$ cat src/rtl/irq_dispatch.sv
// Interrupt arbiter/dispatcher: IME tracking with delayed EI, fixed-priority pick (bit 0 highest),
// vector generation, one-hot IF clear and HALT wake. Optional IRQ_CANCEL_EN re-arbitrates at dispatch_ack.
module irq_dispatch #(
  parameter int                NUM_IRQ    = 5,
  parameter int                ADDR_W     = 16,
  parameter logic [ADDR_W-1:0] VEC_BASE   = ADDR_W'(16'h0040),
  parameter int                VEC_STRIDE = 8,
  localparam int               IDX_W      = (NUM_IRQ > 1) ? $clog2(NUM_IRQ) : 1
) (
  input  logic               clk,
  input  logic               rst,
  input  logic [NUM_IRQ-1:0] irq_flag,
  input  logic [NUM_IRQ-1:0] irq_enable,
  input  logic               insn_boundary,
  input  logic               ime_set,
  input  logic               ime_clr,
  input  logic               reti,
  input  logic               dispatch_ack,
  output logic               dispatch_req,
  output logic [ADDR_W-1:0]  dispatch_vec,
  output logic [IDX_W-1:0]   dispatch_idx,
  output logic               if_clr_valid,
  output logic [NUM_IRQ-1:0] if_clr_mask,
  output logic               ime,
  output logic               wake
);

  typedef enum logic [1:0] {IDLE, PENDING, COMMIT} state_t;

  function automatic logic [ADDR_W-1:0] vec_of(input logic [IDX_W-1:0] idx);
    return VEC_BASE + ADDR_W'(idx) * ADDR_W'(VEC_STRIDE);
  endfunction

  state_t             state_q, state_d;
  logic               ime_q, ime_d;
  logic               ei_pending_q, ei_pending_d;
  logic               req_q, req_d;
  logic [IDX_W-1:0]   idx_q, idx_d;
  logic               clr_valid_q, clr_valid_d;
  logic [NUM_IRQ-1:0] clr_mask_q, clr_mask_d;
  logic               wake_q, wake_d;
`ifndef IRQ_CANCEL_EN
  logic [ADDR_W-1:0]  vec_q, vec_d;
`endif

  logic [NUM_IRQ-1:0] pend;
  logic               pend_any;
  logic [IDX_W-1:0]   win_idx;

  assign pend     = irq_flag & irq_enable;
  assign pend_any = |pend;

  // Scan from the top so the lowest set index is the last one written.
  always_comb begin
    win_idx = '0;
    for (int i = NUM_IRQ - 1; i >= 0; i--) begin
      if (pend[i]) win_idx = IDX_W'(i);
    end
  end

  always_comb begin
    state_d      = state_q;
    ime_d        = ime_q;
    ei_pending_d = ei_pending_q;
    req_d        = req_q;
    idx_d        = idx_q;
    clr_valid_d  = 1'b0;
    clr_mask_d   = '0;
    wake_d       = pend_any;
`ifndef IRQ_CANCEL_EN
    vec_d        = vec_q;
`endif

    if (ime_clr) begin
      ime_d        = 1'b0;
      ei_pending_d = 1'b0;
    end else begin
      if (reti) ime_d = 1'b1;
      // ime is still 0 at the promoting boundary, so no dispatch can start there.
      if (ei_pending_q && insn_boundary) begin
        ime_d        = 1'b1;
        ei_pending_d = 1'b0;
      end
      if (ime_set) ei_pending_d = 1'b1;
    end

    unique case (state_q)
      IDLE: begin
        if (insn_boundary && ime_q && pend_any && !ime_clr) begin
          state_d = PENDING;
          req_d   = 1'b1;
          idx_d   = win_idx;
`ifndef IRQ_CANCEL_EN
          vec_d   = vec_of(win_idx);
`endif
        end
      end
      PENDING: begin
        if (dispatch_ack) begin
          state_d      = COMMIT;
          req_d        = 1'b0;
          ime_d        = 1'b0;
          ei_pending_d = 1'b0;
          clr_valid_d  = 1'b1;
`ifdef IRQ_CANCEL_EN
          idx_d        = win_idx;
          clr_mask_d   = pend_any ? (NUM_IRQ'(1) << win_idx) : '0;
`else
          clr_mask_d   = NUM_IRQ'(1) << idx_q;
          vec_d        = '0;
`endif
        end
      end
      COMMIT:  state_d = IDLE;
      default: state_d = IDLE;
    endcase
  end

  always_ff @(posedge clk) begin
    if (rst) begin
      state_q      <= IDLE;
      ime_q        <= 1'b0;
      ei_pending_q <= 1'b0;
      req_q        <= 1'b0;
      idx_q        <= '0;
      clr_valid_q  <= 1'b0;
      clr_mask_q   <= '0;
      wake_q       <= 1'b0;
`ifndef IRQ_CANCEL_EN
      vec_q        <= '0;
`endif
    end else begin
      state_q      <= state_d;
      ime_q        <= ime_d;
      ei_pending_q <= ei_pending_d;
      req_q        <= req_d;
      idx_q        <= idx_d;
      clr_valid_q  <= clr_valid_d;
      clr_mask_q   <= clr_mask_d;
      wake_q       <= wake_d;
`ifndef IRQ_CANCEL_EN
      vec_q        <= vec_d;
`endif
    end
  end

`ifdef IRQ_CANCEL_EN
  assign dispatch_vec = (state_q == PENDING && pend_any) ? vec_of(win_idx) : '0;
`else
  assign dispatch_vec = vec_q;
`endif
  assign dispatch_req = req_q;
  assign dispatch_idx = idx_q;
  assign if_clr_valid = clr_valid_q;
  assign if_clr_mask  = clr_mask_q;
  assign ime          = ime_q;
  assign wake         = wake_q;

endmodule

$ cat config.mk
export PLATFORM = sky130hd
export DESIGN_NAME = irq_dispatch
export DESIGN_NICKNAME = d
export VERILOG_FILES = /design/src/rtl/irq_dispatch.sv
export SDC_FILE = /design/constraint.sdc
export NUM_CORES = 1
export LEC_CHECK = 0
export CAP_MARGIN = 20
export CORE_ASPECT_RATIO = 0.7
export CORE_MARGIN = 2
export CORE_UTILIZATION = 40
export CTS_CLUSTER_DIAMETER = 100
export CTS_CLUSTER_SIZE = 12
export DETAILED_ROUTE_END_ITERATION = 10
export PLACE_DENSITY = 0.84
export SYNTH_ARGS = -nofsm -noshare
export SYNTH_HDL_FRONTEND = slang
export SYNTH_SLANG_ARGS = --single-unit
$ cat constraint.sdc
create_clock -name clk -period 3 [get_ports clk]
set_input_delay 0.9 -clock clk [delete_from_list [all_inputs] [get_ports clk]]
set_output_delay 0.9 -clock clk [all_outputs]
set_load 0.03 [all_outputs]
==> results of run 1 <==
-- kinds of logic after synthesis --
group,after synthesis
AOI/OAI and AO/OA,17
buffers and inverters,15
DFF,18
muxes,2
other,1
and+or+nand+nor,30
-- final cells by class --
class                   instances  area [sq um]  share of cell area, %
clock buffers                   4          36.3                   3.25
multi-input cells              61           367                   32.9
well taps                      22          27.5                   2.47
repair buffers                 32           320                   28.7
inverters                       1          3.75                  0.337
flip-flops and latches         18           360                   32.3
-- layer usage --
metal | GRT usage, % | wire, microns
met4 | 1.74 | 7
met5 | 0 | 0
met2 | 26.7 | 777
met3 | 5.05 | 138
met1 | 17.1 | 694
-- flip-flops by register name, indices dropped and copies added, names as in the netlist --
register,cells
dispatch_idx,3
dispatch_vec,4
ei_pending_q,1
if_clr_mask,5
if_clr_valid,1
ime,1
state_q,2
wake,1
-- power by group --
part | total (mW) | internal (mW) | switching, mW | leakage [nW]
clock | 0.148 | 0.0739 | 0.0737 | 0.0210
sequential | 0.245 | 0.243 | 0.00255 | 0.146
combinational | 0.0775 | 0.0314 | 0.0460 | 0.270
total | 0.470 | 0.348 | 0.122 | 0.437
-- through the flow --
| stage | hold WS (ns) | power (mW) | instances | utilization, % | area (sq um) |
|---|---|---|---|---|---|
| after floorplan | 0.510 | 0.306 | 94 | - | 832 |
| after global placement | 0.457 | 0.327 | 134 | 58.2 | 1080 |
| after detailed placement | 0.467 | 0.328 | 134 | 58.2 | 1080 |
| after CTS | 0.489 | 0.471 | 138 | 60.1 | 1110 |
| after global routing | 0.503 | 0.494 | 138 | 60.1 | 1110 |
| final | 0.485 | 0.470 | 138 | 60.1 | 1110 |
-- synth_stat cells, types with 2 or more instances --
master	number	area share [%]
nor4_1	2	1.6
a211oi_1	3	2.8
nand2_1	7	3.3
a21oi_1	6	3.8
dfxtp_1	18	46
mux2i_1	2	2.5
and3_1	2	1.6
nor2_1	8	3.8
nand3b_1	2	1.9
and2_1	2	1.6
buf_4	13	12
a22oi_1	3	2.8
-- final timing paths --
kind	from	to	slack, ns	cells past startpoint
worst min register to register	dispatch_vec[3]	dispatch_vec[3]	0.49	2
worst max register to register	state_q[1]	dispatch_vec[4]	1.70	3
worst max-delay path	dispatch_idx[0]	dispatch_idx[0]	0.63	1
worst min-delay path	dispatch_vec[3]	dispatch_vec[3]	0.49	2
==> impl_metrics.toml, run 1 <==
[setup_path]
critPathKind = "register to output pin"
critPathCaptureType = "output pin"
worst_path_max_delay_cell = "clkdlybuf4s50_1"
slowest_delay_ns = 0.72
cp_max_fo = 6
critical_path.startpoint_type = "register"
crit_required_ns = 2.10
crit_chain = "clkdlybuf4s50_1"
worst_ep_arrival_time_ns = 1.47
crit_family = "buffers and inverters"
crit_buf_inv = 1

[floorplanning]
core_sq_mm = 0.00185
die_y_microns = 41.2
ios = 45
placementRows = 13
start_util_pct = 42.6
fp.dieW_microns = 57.1
die_area_sq_mm = 0.00235

[power_and_ir_drop]
peakVddDrop_uv = 420
cellLeakagePower_nw = 0.437
power_density_mw_per_mm2 = 422

[timing]
skew_ns = 0.00399
layout_setup_ws_ns = 0.633
rsz0062_at_grt = "no"
period_share_pct = 78.9
hold_viol = 0
slew_headroom_pct = 64.1
setup_tns_ns = 0
finalMaxSlewViolations = 0
tightestPinTransition_ns = 0.538
period_needed_ns = 2.37
clock.fmax_mhz = 422
finalSetupViolCount = 0

[synth]
netlist_area_sq_um = 791
synth_xor_area_share_pct = 0
ys_warn_count = 0
syn_inst = 83
synth_seq_cells = 18
synth_compound_area_share_pct = 15.0
synth_mux_area_share_pct = 2.53
postSynth.asyncResetShare_pct = 0
synth_edf_count = 0
synthDistinctLibCells = 27
syn-mean-instance-area_sq_um = 9.53
synth_top_family_by_area = "simple AND/OR/NAND/NOR gates"
ys.flop_type = "dfxtp_1"
yosysSeqAreaShare_pct = 45.6
synthAdderAreaFrac_pct = 0
synth-simple-area-share_pct = 23.1

[route]
vias = 677
drt_first_pass_iters = 4
wl_per_cell_microns = 11.7
via_per_inst = 4.91
antenna_left = 0
drt-initial-drc-count = 13
drt-total-wl_mm = 1.62
drc_errors = 0

[outcome]
status = "finished clean"

[layout]
most-common-layout-cells = "32 x clkdlybuf4s50_1, 18 x dfxtp_1, 12 x conb_1"
antenna_cells = 0
final_common_cell = "clkdlybuf4s50_1"
syn2layout_area_growth_pct = 41.0
nNetsFinal = 134
fillCellCount = 161
final_layout_size_suffix_gt1_share_pct = 9.48

[clock_tree]
clk_path_buf_depth = 2
cts_hold_buf = 0
htree_levels = 1
cts_buffers = 3
cts_tree = "done"
clk_pin_slew_ns = 0.10
cts_resized = 0
cts_sinks = 18
cts-root-buf = "clkbuf_4"
clock_latency_ns = 0.29
post-cts-setup-buffers = 0

[placement]
io_buffers = 32
gp_congestion = 0.849
dp_worst_setup_slack_ns = 0.655
dp_hpwl_mm = 1.32

[grt]
grt_overflow = 0
grt_start_max_net_pins = 16
grt_util_all_layers_pct = 14.4
grt_pass1_vias = 559
antenna_found_initial = 0
grt_pass1_wl_mm = 2.46

[flow_run]
maxCapViolCount = 0

[hold_path]
worstHoldPathType = "register to register"
Note: power is estimated with default switching activity, not from simulation.
==> inputs of run 2 (changes only) <==
CORE_UTILIZATION = 37   (was 40)
PLACE_DENSITY = 0.78   (was 0.84)
clock period = 2.35 ns   (was 3 ns; I/O delays follow)
==> run 2 against run 1 <==
Sequential power up 28%. First-iteration DRC count fell by 46%. Die area increased by 7.4%.
==> impl_metrics.toml, run 2 (synthesized netlist as in run 1, its figures left out) <==
[outcome]
status = "finished clean"

[setup_path]
crit_chain = "clkdlybuf4s50_1"
crit_required_ns = 1.64
worst_path_max_delay_cell = "clkdlybuf4s50_1"
crit_family = "buffers and inverters"
worst_ep_arrival_time_ns = 1.43
crit_buf_inv = 1
critPathKind = "register to output pin"
critPathCaptureType = "output pin"
slowest_delay_ns = 0.72
cp_max_fo = 6
critical_path.startpoint_type = "register"

[power_and_ir_drop]
power_density_mw_per_mm2 = 534
peakVddDrop_uv = 229
cellLeakagePower_nw = 0.437
finalPower_mw = 0.595

[clock_tree]
post-cts-setup-buffers = 0
clk_path_buf_depth = 2
cts_resized = 0
cts_sinks = 18
htree_levels = 1
clock_latency_ns = 0.29
cts_tree = "done"
clk_pin_slew_ns = 0.09
cts_buffers = 3
cts-root-buf = "clkbuf_4"
cts_hold_buf = 0

[layout]
most-common-layout-cells = "32 x clkdlybuf4s50_1, 18 x dfxtp_1, 12 x conb_1"
fin_util_pct = 57.6
finalNonFillerCells = 138
final_layout_size_suffix_gt1_share_pct = 9.48
antenna_cells = 0
final_common_cell = "clkdlybuf4s50_1"
syn2layout_area_growth_pct = 41.0
largest_reg_flops = 5
nNetsFinal = 134

[route]
via_per_inst = 4.80
drt_first_pass_iters = 4
drc_errors = 0
antenna_left = 0
drt-initial-drc-count = 7
vias = 662
drt-total-wl_mm = 1.65
wl_per_cell_microns = 12.0

[timing]
clock.fmax_mhz = 468
period_share_pct = 90.9
skew_ns = 0.00164
hold_viol = 0
slew_headroom_pct = 64.0
period_needed_ns = 2.14
setup_tns_ns = 0
finalSetupViolCount = 0
rsz0062_at_grt = "no"
tightestPinTransition_ns = 0.538
finalMaxSlewViolations = 0

[floorplanning]
core_sq_mm = 0.00194
die_y_microns = 42.7
die_area_sq_mm = 0.00253
fp.dieW_microns = 59.3
placementRows = 13
start_util_pct = 40.9
ios = 45

[placement]
gp_congestion = 0.717
dp_hpwl_mm = 1.35
dp.cells = 134
io_buffers = 32

[grt]
grt_util_all_layers_pct = 14.2
grt_pass1_wl_mm = 2.64
antenna_found_initial = 0
grt_start_max_net_pins = 16
grt_overflow = 0
grt_pass1_vias = 620

[flow_run]
maxCapViolCount = 0

[hold_path]
worstHoldPathType = "register to register"
==> run 2: cell counts in the layout (fill, tap and decap cells not counted) <==
No cell type changed its count.
==> run 2: cell type report <==
cell class / count / area, sq um
Fill cell: 180 / 821
Multi-Input combinational cell: 61 / 367
Sequential cell: 18 / 360
Timing Repair Buffer: 32 / 320
Clock buffer: 4 / 36.3
Tap cell: 22 / 27.5
Inverter: 1 / 3.75
==> run 2: report_power, final <==
group | switching (mW) | internal, mW
Clock | 0.0877 | 0.0944
Sequential | 0.00333 | 0.310
Combinational | 0.0594 | 0.0402
==> run 2: worst paths after layout <==
path | startpoint | end | slack, ns | cells after the start
max | dispatch_idx[1] | dispatch_idx[1] | 0.21 | 1
min | dispatch_vec[3] | dispatch_vec[3] | 0.47 | 2
max reg2reg | state_q[1] | dispatch_vec[4] | 1.06 | 3
min reg2reg | dispatch_vec[3] | dispatch_vec[3] | 0.47 | 2
==> run 2: per-stage QoR <==
stage,hold slack [ns],area (sq um),worst slack [ns]
6_report,0.470,1110,0.214
5_1_grt,0.493,1110,0.144
4_1_cts,0.476,1110,0.193
3_5_place_dp,0.464,1080,0.189
3_3_place_gp,0.469,1080,0.213
2_1_floorplan,0.510,832,0.771
==> run 2: layer usage <==
metal,vias to the layer above,routed length [microns],track usage [%]
met3,2,185,5.49
met5,-,0,0
met1,284,675,15.2
met4,0,25,6.82
li1,337,-,-
met2,39,768,24.2
==> inputs of run 3 (changes only) <==
CORE_MARGIN = not set   (was 2)
==> run 3 against run 2 <==
The flow now finishes with violations (design-rule violations). Worst hold slack gained 0.023 ns. Register-to-register slack is essentially flat. Routed wire length rose by 3.4%. Cell count stayed put. First-iteration DRC count is 86% higher. Global-route usage is 2.6 points higher. Non-clock buffer count unchanged. Clock skew down 0.0010 ns. Critical path type unchanged.
==> impl_metrics.toml, run 3 (synthesized netlist as in run 1, its figures left out) <==
[layout]
syn2layout_area_growth_pct = 41.0
most-common-layout-cells = "32 x clkdlybuf4s50_1, 18 x dfxtp_1, 12 x conb_1"
final_layout_size_suffix_gt1_share_pct = 9.48
largest_reg_flops = 5
final_common_cell = "clkdlybuf4s50_1"
nNetsFinal = 134
antenna_cells = 0

[outcome]
violations = "design-rule violations"
status = "finished with violations"

[grt]
antenna_found_initial = 0
grt_start_max_net_pins = 16
grt_util_all_layers_pct = 16.8
grt_pass1_wl_mm = 2.73
grt_overflow = 0
grt_pass1_vias = 618

[timing]
skew_ns = 0.000643
layout_setup_ws_ns = 0.199
setup_tns_ns = 0
clock.fmax_mhz = 465
hold_viol = 0
rsz0062_at_grt = "no"
period_needed_ns = 2.15
period_share_pct = 91.5
slew_headroom_pct = 63.1
finalMaxSlewViolations = 0
tightestPinTransition_ns = 0.552
finalSetupViolCount = 0

[clock_tree]
cts_sinks = 18
clk_pin_slew_ns = 0.11
cts_hold_buf = 0
clk_path_buf_depth = 2
post-cts-setup-buffers = 0
cts_resized = 0
htree_levels = 1
clock_latency_ns = 0.29
cts_tree = "done"
cts-root-buf = "clkbuf_4"
cts_buffers = 3

[route]
via_per_inst = 4.99
vias = 688
wl_per_cell_microns = 12.4
drt_first_pass_iters = 7
drc_errors = 3
drt-initial-drc-count = 13
drt-total-wl_mm = 1.71
antenna_left = 0

[setup_path]
cp_max_fo = 6
worst_ep_arrival_time_ns = 1.45
critical_path.startpoint_type = "register"
critPathLaunch = "dispatch_idx[0]"
critPathKind = "register to output pin"
worst_path_max_delay_cell = "clkdlybuf4s50_1"
crit_required_ns = 1.64
critPathCaptureType = "output pin"
crit_family = "buffers and inverters"
slowest_delay_ns = 0.71
regToRegStartpoint = "state_q[1]"
crit_buf_inv = 1
crit_chain = "clkdlybuf4s50_1"

[floorplanning]
start_util_pct = 40.9
die_y_microns = 40.7
fp.dieW_microns = 57.3
ios = 45
core_sq_mm = 0.00194
die_area_sq_mm = 0.00233
placementRows = 13

[power_and_ir_drop]
cellLeakagePower_nw = 0.437
p_comb_share_pct = 16.4
finalPower_mw = 0.608
pwr-share-clk_pct = 32.0
seqPwrFrac_pct = 51.6
p_sw_mw = 0.163
swShare_pct = 26.8
peakVddDrop_uv = 177
power_density_mw_per_mm2 = 545
p_int_mw = 0.445

[placement]
io_buffers = 32
dp_worst_setup_slack_ns = 0.210
gp_congestion = 0.779
dp_hpwl_mm = 1.38

[flow_run]
maxCapViolCount = 0

[hold_path]
hold_start = "dispatch_vec[3]"
worstHoldPathType = "register to register"
[run 3: power groups by stage]
| stage | clock network (mW) | registers [mW] | logic, mW |
|---|---|---|---|
| floorplan | 0 | 0.327 | 0.0633 |
| global placement | 0 | 0.320 | 0.0975 |
| detailed placement | 0 | 0.320 | 0.0991 |
| CTS | 0.194 | 0.313 | 0.0992 |
| global route | 0.210 | 0.314 | 0.107 |
| finish | 0.195 | 0.313 | 0.0996 |
[run 3: final timing paths]
check / to / slack [ns] / depth (start not counted)
max: dispatch_idx[0] / 0.20 / 1
max reg2reg: dispatch_vec[4] / 1.06 / 3
min reg2reg: dispatch_vec[3] / 0.49 / 2
min: dispatch_vec[3] / 0.49 / 2
[run 3: area by class of cell]
type	instances	area, sq um
repair buffers	32	320
well taps	22	27.5
flip-flops and latches	18	360
inverters	1	3.75
multi-input cells	61	367
fillers	181	821
clock buffers	4	36.3
[run 3: tightest hold or removal path: cells and delay by family, from the launching register on]
family	cells	cell delay, ns
multiplexers	1	0.06
flip-flops	1	0.34
AND/OR/NAND/NOR	1	0.05
[run 3: through the flow]
stage          area [sq um]  hold slack (ns)  util (%)  std cells
2_1_floorplan           832            0.510         -         94
3_3_place_gp           1080            0.464      55.7        134
3_5_place_dp           1080            0.479      55.7        134
4_1_cts                1110            0.497      57.6        138
5_1_grt                1110            0.521      57.6        138
6_report               1110            0.492      57.6        138
[run 3: metal layers]
layer | share of wire, % | up-vias | track usage [%]
met1 | 42 | 321 | 17.8
met5 | 0 | - | 0
li1 | - | 335 | -
met3 | 6.8 | 4 | 5.68
met2 | 49 | 28 | 30.9
met4 | 2.1 | 0 | 9.76
